[config.mk]
export PLATFORM = sky130hd
export DESIGN_NAME = tohost_monitor
export DESIGN_NICKNAME = d
export VERILOG_FILES = /design/src/rtl/tohost_monitor_pkg.sv /design/src/rtl/tohost_evt_fifo.sv /design/src/rtl/tohost_monitor.sv
export SDC_FILE = /design/constraint.sdc
export NUM_CORES = 1
export LEC_CHECK = 0
export ABC_CLOCK_PERIOD_IN_PS = 4300
export CAP_MARGIN = 15
export CORE_UTILIZATION = 36
export CTS_CLUSTER_DIAMETER = 200
export DETAILED_ROUTE_END_ITERATION = 8
export SYNTH_ARGS = -nofsm -noshare
export SYNTH_HDL_FRONTEND = slang
export SYNTH_SLANG_ARGS = --single-unit
[constraint.sdc]
create_clock -name clk -period 4.3 [get_ports clk]
set_input_delay 0.86 -clock clk [delete_from_list [all_inputs] [get_ports clk]]
set_output_delay 0.86 -clock clk [all_outputs]
set_load 0.1 [all_outputs]
[src/rtl/tohost_monitor_pkg.sv]
// rtl/tohost_monitor_pkg.sv - shared types and constants for the tohost monitor
package tohost_monitor_pkg;

   typedef enum logic [1:0] {
      EVT_NONE    = 2'd0,
      EVT_PASS    = 2'd1,
      EVT_FAIL    = 2'd2,
      EVT_TIMEOUT = 2'd3
   } evt_kind_t;

   typedef enum logic [2:0] {
      ST_IDLE,
      ST_RUN,
      ST_DONE_PASS,
      ST_DONE_FAIL,
      ST_DONE_TIMEOUT
   } core_state_t;

   typedef struct packed {
      logic [1:0]  core;
      evt_kind_t   kind;
      logic [31:0] code;
   } evt_t;

   localparam logic [63:0] PASS_VALUE = 64'd1;

endpackage

[src/rtl/tohost_evt_fifo.sv]
// rtl/tohost_evt_fifo.sv - event queue with drop reporting when pushed while full
module tohost_evt_fifo
   import tohost_monitor_pkg::*;
#(
   parameter int DEPTH = 4
) (
   input  logic clk,
   input  logic rst_n,
   input  logic i_push,
   input  evt_t i_push_evt,
   input  logic i_pop_ready,
   output logic o_valid,
   output evt_t o_head,
   output logic o_drop
);

   localparam int PTR_W = $clog2(DEPTH);
   localparam int CNT_W = PTR_W + 1;

   evt_t             r_mem [DEPTH];
   logic [PTR_W-1:0] r_wr_ptr;
   logic [PTR_W-1:0] r_rd_ptr;
   logic [CNT_W-1:0] r_count;

   logic w_full;
   logic w_pop;
   logic w_push_ok;

   assign o_valid   = (r_count != '0);
   assign w_full    = (r_count == CNT_W'(DEPTH));
   assign w_pop     = o_valid & i_pop_ready;
   // A full queue can still take a push when the head leaves in the same cycle.
   assign w_push_ok = i_push & (~w_full | w_pop);
   assign o_drop    = i_push & ~w_push_ok;
   assign o_head    = o_valid ? r_mem[r_rd_ptr] : '0;

   always_ff @(posedge clk) begin
      if (w_push_ok) begin
         r_mem[r_wr_ptr] <= i_push_evt;
      end
   end

   always_ff @(posedge clk or negedge rst_n) begin
      if (!rst_n) begin
         r_wr_ptr <= '0;
         r_rd_ptr <= '0;
         r_count  <= '0;
      end else begin
         if (w_push_ok) begin
            r_wr_ptr <= r_wr_ptr + PTR_W'(1);
         end
         if (w_pop) begin
            r_rd_ptr <= r_rd_ptr + PTR_W'(1);
         end
         case ({w_push_ok, w_pop})
            2'b10:   r_count <= r_count + CNT_W'(1);
            2'b01:   r_count <= r_count - CNT_W'(1);
            default: r_count <= r_count;
         endcase
      end
   end

endmodule

[src/rtl/tohost_monitor.sv]
// rtl/tohost_monitor.sv - per-core tohost pass/fail/timeout monitor with event queue
module tohost_monitor
   import tohost_monitor_pkg::*;
#(
   parameter int          NUM_CORES      = 4,
   parameter logic [31:0] TOHOST_ADDR    = 32'h8000_1000,
   parameter int          TIMEOUT_CYCLES = 1000000,
   parameter int          FIFO_DEPTH     = 4
) (
   input  logic                 clk,
   input  logic                 rst_n,
   input  logic                 wr_valid,
   input  logic [1:0]           wr_core,
   input  logic [31:0]          wr_addr,
   input  logic [63:0]          wr_data,
   input  logic                 check_en,
   input  logic [NUM_CORES-1:0] core_active,
   output logic [NUM_CORES-1:0] pass_status,
   output logic [NUM_CORES-1:0] fail_status,
   output logic                 evt_valid,
   input  logic                 evt_ready,
   output logic [1:0]           evt_core,
   output logic [1:0]           evt_kind,
   output logic [31:0]          evt_code,
   output logic                 overflow
);

   localparam int              WD_W    = (TIMEOUT_CYCLES < 2) ? 1 : $clog2(TIMEOUT_CYCLES + 1);
   localparam logic [WD_W-1:0] WD_LAST = WD_W'(TIMEOUT_CYCLES - 1);
   localparam bit              WD_EN   = (TIMEOUT_CYCLES != 0);

   logic                 w_store_ok;
   logic                 w_is_pass;
   logic [NUM_CORES-1:0] w_hit;
   logic                 w_hit_any;
   logic [NUM_CORES-1:0] w_tpend;
   logic [NUM_CORES-1:0] w_tpop;
   logic                 w_tsel_valid;
   logic [1:0]           w_tsel_idx;
   logic                 w_push;
   evt_t                 w_push_evt;
   evt_t                 w_head;
   logic                 w_drop;
   logic                 r_overflow;

   // Even stores (including zero) never count as a hit, so bit 0 alone qualifies the data.
   assign w_store_ok = wr_valid & check_en & (wr_addr == TOHOST_ADDR) & wr_data[0];
   assign w_is_pass  = (wr_data == PASS_VALUE);
   assign w_hit_any  = |w_hit;

   for (genvar i = 0; i < NUM_CORES; i++) begin : g_core
      core_state_t     r_state;
      logic [WD_W-1:0] r_wd;
      logic            r_pass;
      logic            r_fail;
      logic            r_tpend;

      assign w_hit[i] = w_store_ok & (int'(wr_core) == i) & (r_state == ST_RUN);

      always_ff @(posedge clk or negedge rst_n) begin
         if (!rst_n) begin
            r_state <= ST_IDLE;
            r_wd    <= '0;
            r_pass  <= 1'b0;
            r_fail  <= 1'b0;
            r_tpend <= 1'b0;
         end else begin
            if (w_tpop[i]) begin
               r_tpend <= 1'b0;
            end
            if (!core_active[i]) begin
               r_state <= ST_IDLE;
            end else begin
               case (r_state)
                  ST_IDLE: begin
                     r_state <= ST_RUN;
                     r_wd    <= '0;
                     r_pass  <= 1'b0;
                     r_fail  <= 1'b0;
                  end
                  ST_RUN: begin
                     // A store landing on the expiry cycle wins over the watchdog.
                     if (w_hit[i]) begin
                        if (w_is_pass) begin
                           r_pass  <= 1'b1;
                           r_state <= ST_DONE_PASS;
                        end else begin
                           r_fail  <= 1'b1;
                           r_state <= ST_DONE_FAIL;
                        end
                     end else if (WD_EN) begin
                        if (r_wd == WD_LAST) begin
                           r_fail  <= 1'b1;
                           r_tpend <= 1'b1;
                           r_state <= ST_DONE_TIMEOUT;
                        end else begin
                           r_wd <= r_wd + WD_W'(1);
                        end
                     end
                  end
                  default: r_state <= r_state;
               endcase
            end
         end
      end

      assign pass_status[i] = r_pass;
      assign fail_status[i] = r_fail;
      assign w_tpend[i]     = r_tpend;
   end

   always_comb begin
      w_tsel_valid = 1'b0;
      w_tsel_idx   = '0;
      w_tpop       = '0;
      for (int k = 0; k < NUM_CORES; k++) begin
         if (w_tpend[k] && !w_tsel_valid) begin
            w_tsel_valid = 1'b1;
            w_tsel_idx   = 2'(k);
            w_tpop[k]    = ~w_hit_any;
         end
      end
   end

   always_comb begin
      w_push          = w_hit_any | w_tsel_valid;
      w_push_evt      = '0;
      if (w_hit_any) begin
         w_push_evt.core = wr_core;
         w_push_evt.kind = w_is_pass ? EVT_PASS : EVT_FAIL;
         w_push_evt.code = w_is_pass ? 32'd0 : wr_data[32:1];
      end else begin
         w_push_evt.core = w_tsel_idx;
         w_push_evt.kind = EVT_TIMEOUT;
         w_push_evt.code = 32'd0;
      end
   end

   tohost_evt_fifo #(
      .DEPTH (FIFO_DEPTH)
   ) u_fifo (
      .clk         (clk),
      .rst_n       (rst_n),
      .i_push      (w_push),
      .i_push_evt  (w_push_evt),
      .i_pop_ready (evt_ready),
      .o_valid     (evt_valid),
      .o_head      (w_head),
      .o_drop      (w_drop)
   );

   always_ff @(posedge clk or negedge rst_n) begin
      if (!rst_n) begin
         r_overflow <= 1'b0;
      end else if (w_drop) begin
         r_overflow <= 1'b1;
      end
   end

   assign overflow = r_overflow;
   assign evt_core = w_head.core;
   assign evt_kind = w_head.kind;
   assign evt_code = w_head.code;

endmodule

* Yosys cells after proc, flatten, opt, wreduce, memory -nomap -nowiden
Memory sizes are Yosys's and may differ from the RTL's. Cells that the tools add are included.
Cells by class: $add $sub $neg 8, multiplexer cells 89, bitwise logic cells 19, reductions and logical operators 34, eq/ne operators 48
Operator list (count):
- two-way mux 20 bit | 8
- case mux 20 bit (2 select lines) | 4
- adder 20 x 1 -> 20 bit, second input constant | 4
- equality test 20 bit, second input constant | 4
- two-way mux 36 bit | 2
- equality test 64 x 1 -> 1 bit, second input constant | 1
- AND reduction 4 bit | 12
- two-way mux 1 bit | 46
- two-way mux 3 bit | 12
- equality test 32 bit, second input constant | 1
- two-way mux 32 bit | 1
- != test 2 bit, second input constant | 16
- case mux 3 bit (2 select lines) | 5
- != test 4 x 3 -> 1 bit, second input constant | 4
- case mux 1 bit (2 select lines) | 8
- AND 1 bit | 14
- equality test 3 x 1 -> 1 bit, second input constant | 4
- zero test 3 bit | 4
- != test 3 x 1 -> 1 bit, second input constant | 4
- != test 3 x 2 -> 1 bit, second input constant | 4
- != test 3 bit, second input constant | 4
- nonzero test 2 bit | 5
- AND reduction 2 bit | 4
- equality test 2 bit, second input constant | 3
- other kinds (13) | 24
Storage, ports and cells: logic and storage cells 223, memories 1, input bits 107, output and inout bits 46, register bits 112, RAM bits 144
Memories:
- u_fifo.r_mem | depth 4, bits a word 36, read ports 1, clocked after Yosys merged registers in 0, wr ports 1, line tohost_evt_fifo.sv:20 | evt_t r_mem [DEPTH];

* Longest topological paths before layout
Gate-level depths: netlist (run 1).
depth in word-level cells 15, gate-level depth with buffers 11, mapped depth without buffers 10

* By module
Synthesis (run 1) repeated with hierarchy kept, for this count alone.
Second synthesis, totals: cells, all modules 990, area, all modules 12266.8 µm²
Modules (own cells, without submodules):
- tohost_monitor | times used 1, area each 6312.3 µm², cells each 711, seq. area each 2627.5 µm²
- tohost_evt_fifo | times used 1, area each 5954.5 µm², cells each 279, seq. area each 4499.3 µm²

* Least setup slack after synthesis (run 1)
No wires, ideal clock.
kind input -> register, from input wr_core[0], to memory u_fifo.r_mem[0][0] (netlist bit), enable pin, data arrival time 3233 ps, required time 3903 ps, slack 671 ps, stages 7, buffers on the path 1, setup time 397 ps, cells stage by stage clkbuf_1 -> inv_2 -> mux4_2 -> nor4_4 -> nor2_2 -> nor2_4 -> and2_1
On the way: longest elaborated chain between the ends 8, elaborated cells on any way between the ends 17, classes of those cells eq/ne: 3; mux: 2; bitwise: 10; reduce/logical: 2
RTL lines:
- start, declared | line tohost_monitor.sv:13 | input logic [1:0] wr_core,
- equality test 2 bit (tied with other cells) | line tohost_monitor.sv:58 | assign w_hit[i] = w_store_ok & (int'(wr_core) == i) & (r_state == ST_RUN);
- AND 1 bit (2 in series) | line tohost_monitor.sv:58
- OR reduction 4 bit (*) | line tohost_monitor.sv:49 | assign w_hit_any = |w_hit;
- bitwise OR 1 bit (*) | line tohost_monitor.sv:126 | w_push = w_hit_any | w_tsel_valid;
- AND 1 bit (*) | line tohost_evt_fifo.sv:33 | assign w_push_ok = i_push & (~w_full | w_pop);
- two-way mux 1 bit (*) | line tohost_evt_fifo.sv:38 | if (w_push_ok) begin
- two-way mux 1 bit (not written as such) (*) | line tohost_evt_fifo.sv:39 | r_mem[r_wr_ptr] <= i_push_evt;
- end, declared | line tohost_evt_fifo.sv:20
Mark *: on every way between the ends. The rest lies on a longest branch, timed or not.

* Worst setup path in the final report (run 1)
from register u_fifo.r_rd_ptr[0], to output evt_code[0]
On the way: longest elaborated chain between the ends 2
RTL lines:
- start, declared | line tohost_evt_fifo.sv:22 | logic [PTR_W-1:0] r_rd_ptr;
- start signal, assigned | line tohost_evt_fifo.sv:53 | r_rd_ptr <= r_rd_ptr + PTR_W'(1);
- memory (4 x 36 bit)
- two-way mux 36 bit | line tohost_evt_fifo.sv:35 | assign o_head = o_valid ? r_mem[r_rd_ptr] : '0;
- end, declared | line tohost_monitor.sv:24 | output logic [31:0] evt_code,
No other way between the ends.

==> qor.csv, run 1 <==
stage,metric,value,unit
floorplanning,die_x,189,um
min_path,hp-class,input pin to asynchronous set/reset pin,
final_layout,syn2layout_area_growth,22.6,%
pwr,peakVddDrop,0.728,mV
timing,rsz0062_at_grt,false,
logic_synthesis,synth_fp_nets,1179,
route,drc,0,
grt,grtUsageTotal,17.0,%
floorplanning,coreArea,34500,um2
route,dr.pass1.iters,4,
timing,relSlewSlack,32.3,%
final_layout,diodes,0,
logic_synthesis,synth_common_cells,"edfxtp_1, dfrtp_1, nand2_1, nor2_1, and2_1",
timing,hold_violations,0,
critical_path,setup.worst_path.start_class,flop,
clock_network,cts_buffers,27,
timing,tightest_slew,1.01,ns
logic_synthesis,synthMuxAreaShare,8.57,%
grt,overflow,0,
clock_network,cts_tree,yes,
logic_synthesis,syn_area_per_cell,11.8,um2
timing,finClkSkew,0.0247,ns
logic_synthesis,yosys.area_share.simple,21.1,%
route,drtIter0Drc,502,
logic_synthesis,ys_ff_latch,256,
timing,setup_ws,0.816,ns
flow_run,drv_cap,0,
pwr,pwr-share-comb,36.3,%
floorplanning,pin_count,153,
clock_network,post-cts-setup-buffer-count,0,
floorplanning,num_rows,68,
logic_synthesis,synth_compound_area_share,8.06,%
placement,portBuffers,152,
floorplanning,die-area,35700,um2
clock_network,cts_resized,0,
grt,antenna_found_initial,0,
clock_network,postCtsHoldBufs,0,
clock_network,clkLatencyLatePin,0.55,ns
route,drt_wl_total,30000,um
route,antenna_left,0,
critical_path,crit_required,3.44,ns
outcome,status,"complete, no violations",
logic_synthesis,synth-edff-count,144,
critical_path,endpoint_kind,primary output,
pwr,leakage,5.45,nW
logic_synthesis,synth_xor_area_share,2.02,%
pwr,p_per_area,503,nW/um2
logic_synthesis,synth_top_family_by_area,simple AND/OR/NAND/NOR gates,
timing,report.final.slew_viol_count,0,
timing,final-setup-viol-count,0,
pwr,switching_share,40.8,%
final_layout,drive_above_1_share,13.6,%
grt,grt_max_degree,62,
logic_synthesis,synth.area.top_cells,"edfxtp_1, dfrtp_1, mux4_2, and2_1, nand2_1",
floorplanning,die_height,189,um
placement,hpwlAfterDp,20600,um
logic_synthesis,synth_most_common_cell,edfxtp_1,
route,wl_per_cell,17.8,um
logic_synthesis,yosysSeqAreaShare,56.6,%
floorplanning,floorplan.initialDensity,36.5,%
timing,whs,0.411,ns
clock_network,path_clk_slew,0.06,ns
critical_path,crit_arrival,2.62,ns
logic_synthesis,yosys_warnings,0,
logic_synthesis,synth_fa_ha_area_share,0.954,%
logic_synthesis,post_synth_num_cell_types,68,
logic_synthesis,yosys.area.top_type_share,34.4,%
clock_network,cts-root-buf,clkbuf_16,
timing,finalCritPeriodShare,81.0,%
pwr,seq_power_share,35.3,%
logic_synthesis,synth_ff_type,edfxtp_1,
logic_synthesis,synthArstFlopShare,43.8,%
grt,grt_first_pass_wirelength,48800,um
pwr,clkPwrFrac,28.4,%
logic_synthesis,syn_area,12600,um2
logic_synthesis,syn_inst,1063,
timing,fmax,287,MHz
timing,period_minus_slack,3.48,ns
critical_path,crit_type,flop to primary output,
timing,finalSetupTns,0,ns
clock_network,cts_sinks,256,
grt,grt_pass1_vias,9054,
critical_path,path_max_fanout,20,
pwr,p_int,4.60,mW
final_layout,fill_cells,3157,
route,vias,8996,
placement,dp_slack,0.409,ns
placement,place.gp.congestion,0.788,
pwr,power.net_switching,3.16,mW
clock_network,clock_path_buffers,3,
logic_synthesis,synth_top_area_cell,edfxtp_1,
route,viasPerCell,5.33,
final_layout,nets,1327,
clock_network,h-tree-depth,1,
## final timing paths
kind                                       end            startpoint  cells past startpoint  slack, ns
max                                evt_code[0]    u_fifo.r_rd_ptr[0]                      4       0.82
min                         g_core[3].r_wd[14]                 rst_n                      1       0.41
max reg2reg                u_fifo.r_mem[1][28]  g_core[2].r_state[0]                      7       1.06
min reg2reg                 u_fifo.r_rd_ptr[1]    u_fifo.r_rd_ptr[1]                      1       0.48
max in group asynchronous    g_core[2].r_wd[2]                 rst_n                      2       3.03
min in group clk            u_fifo.r_rd_ptr[1]    u_fifo.r_rd_ptr[1]                      1       0.48
## state kept, by name, indices dropped and copies added, names as in the netlist
signal,flops
u_fifo.r_rd_ptr,2
g_core.r_tpend,4
u_fifo.r_wr_ptr,2
g_core.r_fail,4
g_core.r_pass,4
overflow,1
g_core.r_wd,80
g_core.r_state,12
u_fifo.r_count,3
u_fifo.r_mem,144
## layer usage
| metal | routed length (um) | global-route usage (%) |
|---|---|---|
| met1 | 13700 | 23.0 |
| met2 | 14200 | 28.9 |
| met3 | 1640 | 2.61 |
| met4 | 472 | 3.19 |
| met5 | 0 | 0 |
## power groups by stage
stage               clock network [mW]  logic [mW]  registers, mW
global route                      2.37        2.94           2.76
global placement                     0        2.83           2.79
finish                            2.20        2.82           2.74
CTS                               2.27        2.85           2.75
detailed placement                   0        2.85           2.80
floorplan                            0        2.24           2.72
## through the flow
step           power, mW  utilization [%]  cell area [um2]  cells
3_3_place_gp        5.63             42.3            14600   1637
2_1_floorplan       4.95                -            12600   1063
3_5_place_dp        5.64             42.3            14600   1637
4_1_cts             7.86             44.8            15400   1687
5_1_grt             8.08             44.8            15400   1687
6_report            7.76             44.8            15400   1687
## cell type report
cell class / count / area [um2] / share of cell area (%)
sequential: 256 / 7130 / 46.2
multi-input combinational: 729 / 5140 / 33.3
timing repair buffer: 179 / 1690 / 11.0
clock buffer: 36 / 729 / 4.73
tap: 455 / 569 / 3.69
clock inverter: 14 / 109 / 0.705
inverter: 18 / 67.6 / 0.438
## critical path, cell delays in order (launching register included)
cell	delay (ns)
dfrtp_2	0.79
buf_12	0.29
mux4_2	0.53
and2_1	0.20
buf_4	0.24
## cell usage in the layout, fill, tap and decap left out, drive strengths merged, types with 9 or more instances in the layout
master         count
edfxtp           144
clkdlybuf4s50    114
dfrtp            112
nor2              87
nand2             85
and2              82
buf               65
nor4              49
mux4              37
clkbuf            36
a21oi             35
o21ai             31
xnor2             29
nand4             28
nand3             28
and3              24
nor3              20
mux2i             20
a31oi             19
inv               19
or3               14
nor4b             13
clkinv            12
a41o              10
and4               9
## logic make-up after synthesis
kind of cell	count (synthesis)
AO/OA/AOI/OAI	151
XOR/XNOR	29
adder cells (fa/ha/maj)	9
buffers and inverters	78
flip-flops	256
multiplexers	61
AND/OR/NAND/NOR	479
No activity file was read; power rests on OpenSTA's default activity.
==> inputs of run 2 (changes only) <==
Settings changed: ABC_CLOCK_PERIOD_IN_PS 4300 to 3500.
Clock period 4.3 ns to 3.5 ns, I/O delays scaled along.
==> qor.csv, run 2 (synthesis results as in run 1) <==
stage,metric,value,unit,change
pwr,p_per_area,648,nW/um2,was 503 nW/um2
clock_network,cts_tree,yes,,unchanged
grt,overflow,0,,unchanged
grt,grt_max_degree,54,,was 62
critical_path,setup.worst_path.start_class,input pin,,was flop
clock_network,cts_resized,0,,unchanged
timing,rsz0062_at_grt,false,,unchanged
clock_network,cts_sinks,256,,unchanged
critical_path,crit_type,input pin to flop,,was flop to primary output
timing,final-setup-viol-count,0,,unchanged
clock_network,cts-root-buf,clkbuf_16,,unchanged
floorplanning,pin_count,153,,unchanged
critical_path,cp_top_family,simple AND/OR/NAND/NOR gates,,was flip-flops
placement,dp.cells,1657,,was 1637
route,dr.pass1.iters,4,,unchanged
final_layout,final_common_cell,edfxtp_1,,unchanged
floorplanning,num_rows,68,,unchanged
timing,tightest_slew,1.13,ns,was 1.01 ns
grt,antenna_found_initial,0,,unchanged
final_layout,drive_above_1_share,15.5,%,was 13.6%
clock_network,cts_buffers,27,,unchanged
clock_network,h-tree-depth,1,,unchanged
route,vias,9218,,was 8996
floorplanning,floorplan.initialDensity,36.5,%,unchanged
final_layout,fin_cells,1707,,was 1687
clock_network,postCtsHoldBufs,0,,unchanged
final_layout,final_cell_mix,"edfxtp_1, dfrtp_1, clkdlybuf4s50_1",,"was edfxtp_1, clkdlybuf4s50_1, dfrtp_1"
min_path,hp-class,input pin to asynchronous set/reset pin,,unchanged
grt,grt_busiest_layer,met2,,unchanged
route,viasPerCell,5.40,,was 5.33
floorplanning,die_height,189,um,unchanged
timing,fmax,342,MHz,
route,antenna_left,0,,unchanged
route,drc,0,,unchanged
critical_path,crit_arrival,3.39,ns,was 2.62 ns
route,wl_per_cell,17.8,um,about the same
clock_network,post-cts-setup-buffer-count,0,,unchanged
route,drtIter0Drc,613,,was 502
clock_network,clock_path_buffers,3,,unchanged
pwr,p_total,10.5,mW,was 7.76 mW
floorplanning,die_x,189,um,unchanged
critical_path,worstPathCellList,clkdlybuf4s50_1 -> nor4b_1 -> nand4_1 -> nor4_4 -> nor2_2 -> nand3_1 -> fa_1 -> nor2_1 -> mux2i_1 -> o211ai_1,,was buf_12 -> mux4_2 -> and2_1 -> buf_4
timing,finClkSkew,0.0127,ns,was 0.0247 ns
placement,placed_cell_area,15200,um2,was 14600 um2
critical_path,crit_required,3.96,ns,was 3.44 ns
grt,met3_usage,2.78,%,was 2.61%
placement,hpwlAfterDp,21200,um,was 20600 um
grt,grtUsageTotal,17.0,%,about the same
timing,relSlewSlack,24.4,%,was 32.3%
critical_path,endpoint_kind,flop,,was primary output
clock_network,clkLatencyLatePin,0.55,ns,about the same
placement,place.gp.congestion,0.814,,was 0.788
critical_path,path_buf_inv,1,,was 2
critical_path,cpPeakStageDelay,0.69,ns,was 0.79 ns
flow_run,drv_cap,0,,unchanged
outcome,status,"complete, no violations",,unchanged
route,drt_wl_total,30400,um,was 30000 um
critical_path,path_max_fanout,5,,was 20
floorplanning,die-area,35700,um2,unchanged
timing,report.final.slew_viol_count,0,,unchanged
grt,use_met1,22.5,%,was 23.0%
final_layout,largest_reg_flops,144,,unchanged
timing,hold_violations,0,,unchanged
placement,portBuffers,152,,unchanged
clock_network,path_clk_slew,0.06,ns,about the same
floorplanning,coreArea,34500,um2,unchanged
grt,grt_use_met2,29.5,%,was 28.9%
grt,grt_first_pass_wirelength,49200,um,was 48800 um
pwr,leakage,5.77,nW,was 5.45 nW
final_layout,final_area,16100,um2,was 15400 um2
pwr,peakVddDrop,0.730,mV,was 0.728 mV
grt,grt_pass1_vias,9325,,was 9054
final_layout,diodes,0,,unchanged
timing,period_minus_slack,2.93,ns,
final_layout,nets,1347,,was 1327
final_layout,syn2layout_area_growth,28.1,%,was 22.6%
critical_path,cp_slowest_cell,clkdlybuf4s50_1,,was dfrtp_2
timing,finalSetupTns,0,ns,unchanged
timing,finalCritPeriodShare,83.6,%,
timing,whs,0.190,ns,was 0.411 ns
final_layout,largest_register,u_fifo.r_mem,,unchanged
final_layout,reg.largest.list,"u_fifo.r_mem: 144 flops, g_core.r_wd: 80 flops, g_core.r_state: 12 flops",,unchanged
==> run 2: cell types whose count changed in the layout (fill, tap and decap cells not counted), moves of 2 or more <==
cell	previous run	this run
clkbuf_1	7	4
clkbuf_8	2	6
buf_4	60	46
buf_12	5	45
clkinv_2	7	4
clkinv_1	4	6
clkdlybuf4s50_1	114	108
==> run 2: metrics by stage <==
stage | utilization (%) | setup WS (ns)
after floorplan | - | 0.0308
after global placement | 44.2 | 0.000189
after detailed placement | 44.2 | 0.00455
after CTS | 46.8 | 0.513
after global routing | 46.8 | 0.388
final | 46.8 | 0.573
==> run 2: report_power, final <==
part / total [mW] / internal, mW / switching (mW) / leakage [nW]
clock: 2.85 / 1.69 / 1.16 / 0.444
sequential: 3.32 / 3.23 / 0.0841 / 2.59
combinational: 4.29 / 1.51 / 2.78 / 2.74
total: 10.5 / 6.44 / 4.02 / 5.77
==> run 2: path summary, 6_finish.rpt <==
check | startpoint | endpoint | slack, ns | cells after the start
max | wr_data[0] | u_fifo.r_count[1] | 0.57 | 10
min | rst_n | g_core[3].r_wd[7] | 0.19 | 1
max reg2reg | g_core[2].r_state[2] | u_fifo.r_count[1] | 0.60 | 9
min reg2reg | u_fifo.r_rd_ptr[1] | u_fifo.r_rd_ptr[1] | 0.47 | 1
max in group asynchronous | rst_n | g_core[1].r_wd[19] | 2.58 | 2
min in group clk | u_fifo.r_rd_ptr[1] | u_fifo.r_rd_ptr[1] | 0.47 | 1
==> run 2: routing by layer <==
| metal | vias up | share of wire, % |
|---|---|---|
| li1 | 4375 | - |
| met1 | 4556 | 44 |
| met2 | 244 | 48 |
| met3 | 43 | 5.7 |
| met4 | 0 | 1.8 |
| met5 | - | 0 |
==> run 2: layout make-up <==
cell class                 instances  area (um2)
clock buffer                      37         773
fill                            3126       18300
tap                              455         569
clock inverter                    13         123
timing repair buffer             199        2330
multi-input combinational        729        5140
sequential                       256        7130
inverter                          18        67.6
==> inputs of run 3 (changes only) <==
Settings changed: ABC_CLOCK_PERIOD_IN_PS 3500 to 2600.
Clock period 3.5 ns to 2.6 ns, I/O delays scaled along.
==> qor.csv, run 3 (synthesis results as in run 1) <==
stage,metric,value,unit,change
outcome,status,"finished, violations left",,"was complete, no violations"
outcome,violations,negative setup slack,,
timing,final-setup-viol-count,31,,was 0
timing,finalCritPeriodShare,103,%,
grt,grt_max_degree,67,,was 54
critical_path,cp-startpoint,u_fifo.r_rd_ptr[0],,was wr_data[0]
clock_network,path_clk_slew,0.06,ns,about the same
min_path,hp-class,input pin to asynchronous set/reset pin,,unchanged
timing,rsz0062_at_grt,true,,was false
pwr,power.net_switching,5.68,mW,was 4.02 mW
timing,finClkSkew,0.00960,ns,was 0.0127 ns
timing,relSlewSlack,45.1,%,was 24.4%
route,drtIter0Drc,566,,was 613
grt,antenna_found_initial,0,,unchanged
floorplanning,pin_count,153,,unchanged
timing,setup_ws,-0.0834,ns,was 0.573 ns
flow_run,drv_cap,0,,unchanged
clock_network,cts_sinks,256,,unchanged
pwr,p_total,15.2,mW,was 10.5 mW
pwr,peakVddDrop,1.16,mV,was 0.730 mV
critical_path,endpoint_kind,primary output,,was flop
final_layout,fin_cells,1834,,was 1707
final_layout,final_area,17600,um2,was 16100 um2
route,vias,9674,,was 9218
timing,fmax,373,MHz,
floorplanning,die-area,35700,um2,unchanged
final_layout,diodes,0,,unchanged
critical_path,crit_type,flop to primary output,,was input pin to flop
critical_path,crit_required,2.08,ns,was 3.96 ns
placement,dp_slack,-0.516,ns,was 0.00455 ns
final_layout,reg.largest.list,"u_fifo.r_mem: 144 flops, g_core.r_wd: 80 flops, g_core.r_state: 12 flops",,unchanged
grt,grt_first_pass_wirelength,51200,um,was 49200 um
route,viasPerCell,5.27,,was 5.40
clock_network,clkLatencyLatePin,0.55,ns,about the same
final_layout,final_common_cell,edfxtp_1,,unchanged
placement,place.gp.congestion,0.815,,was 0.814
floorplanning,die_height,189,um,unchanged
pwr,seq_power_share,29.6,%,was 31.7%
timing,hold_violations,0,,unchanged
critical_path,path_max_fanout,5,,unchanged
route,drc,0,,unchanged
timing,report.final.slew_viol_count,0,,unchanged
placement,dp.cells,1757,,was 1657
pwr,clkPwrFrac,27.2,%,about the same
clock_network,cts_buffers,28,,was 27
pwr,leakage,6.64,nW,was 5.77 nW
timing,tightest_slew,0.819,ns,was 1.13 ns
clock_network,cts-root-buf,clkbuf_16,,unchanged
route,wl_per_cell,17.8,um,about the same
clock_network,clock_path_buffers,3,,unchanged
clock_network,h-tree-depth,1,,unchanged
grt,grt_pass1_vias,9795,,was 9325
floorplanning,die_x,189,um,unchanged
clock_network,cts_tree,yes,,unchanged
final_layout,nets,1473,,was 1347
final_layout,regArea,7130,um2,about the same
route,dr.pass1.iters,5,,was 4
pwr,p_per_area,863,nW/um2,was 648 nW/um2
critical_path,regToRegStartpoint,g_core[2].r_state[2],,unchanged
placement,placed_cell_area,16100,um2,was 15200 um2
final_layout,finish.utilization,51.2,%,was 46.8%
floorplanning,floorplan.initialDensity,36.5,%,unchanged
critical_path,crit_arrival,2.16,ns,was 3.39 ns
floorplanning,coreArea,34500,um2,unchanged
timing,period_minus_slack,2.68,ns,
grt,grtUsageTotal,17.6,%,was 17.0%
grt,overflow,0,,unchanged
pwr,switching_share,37.3,%,was 38.4%
floorplanning,num_rows,68,,unchanged
final_layout,fill_cells,2979,,was 3126
route,antenna_left,0,,unchanged
final_layout,largest_reg_flops,144,,unchanged
placement,hpwlAfterDp,22000,um,was 21200 um
pwr,pwr-share-comb,43.2,%,was 41.1%
pwr,p_int,9.54,mW,was 6.44 mW
final_layout,final_cell_mix,"edfxtp_1, buf_4, dfrtp_1",,"was edfxtp_1, dfrtp_1, clkdlybuf4s50_1"
final_layout,drive_above_1_share,27.4,%,was 15.5%
route,drt_wl_total,32600,um,was 30400 um
final_layout,multi_input_area,5310,um2,was 5140 um2
placement,portBuffers,152,,unchanged
final_layout,syn2layout_area_growth,40.0,%,was 28.1%
final_layout,largest_register,u_fifo.r_mem,,unchanged
critical_path,setup.worst_path.start_class,flop,,was input pin
==> run 3: metal layers <==
metal / part of all wire [%] / global-route usage, % / routed length (um)
met1: 44 / 23.5 / 14200
met2: 50 / 30.7 / 16300
met3: 5.3 / 2.85 / 1730
met4: 1.1 / 2.73 / 354
met5: 0 / 0 / 0
==> run 3: final cells by class <==
| cell class | count | share of cell area [%] |
|---|---|---|
| multi-input cells | 729 | 30.1 |
| inverters | 18 | 0.398 |
| clock buffers | 33 | 4.31 |
| flip-flops and latches | 256 | 40.5 |
| clock inverters | 19 | 1.29 |
| repair buffers | 324 | 20.2 |
| well taps | 455 | 3.23 |
==> run 3: repair_timing <==
action,in CTS,in global routing
buffers inserted,7,5
pin swaps,0,7
endpoints found under the setup margin,42,317
hold buffers,1,0
resized for setup,45,34
gates cloned,2,12
hold endpoints to repair,14,0
==> run 3: path summary, 6_finish.rpt <==
path,slack [ns],depth (start not counted),to
setup / recovery,-0.08,5,evt_core[1]
hold / removal,0.38,2,g_core[1].r_wd[8]
setup reg to reg,-0.05,9,u_fifo.r_count[1]
hold reg to reg,0.49,1,g_core[3].r_wd[2]
max in group asynchronous,1.51,3,g_core[3].r_wd[17]
min in group clk,0.49,1,g_core[3].r_wd[2]
==> run 3: power by group through the flow <==
stage,registers (mW),logic (mW),clock network (mW)
final,4.50,6.58,4.14
after global routing,4.51,6.84,4.40
after CTS,4.49,6.58,4.23
after detailed placement,4.59,6.08,0
after global placement,4.59,6.04,0
after floorplan,4.49,3.75,0
==> run 3: worst max-delay path: stages, from the launching register on <==
cell	delay (ns)
dfrtp_4	0.49
buf_6	0.16
buf_16	0.12
mux4_2	0.48
and2_4	0.19
buf_12	0.16
==> run 3: through the flow <==
step | TNS, ns | hold WS, ns
2_1_floorplan | 0 | 0.224
3_3_place_gp | -132.53 | 0.404
4_1_cts | -2.24 | 0.361
6_report | -1.46 | 0.376
5_1_grt | -17.69 | 0.371
3_5_place_dp | -144.29 | 0.402
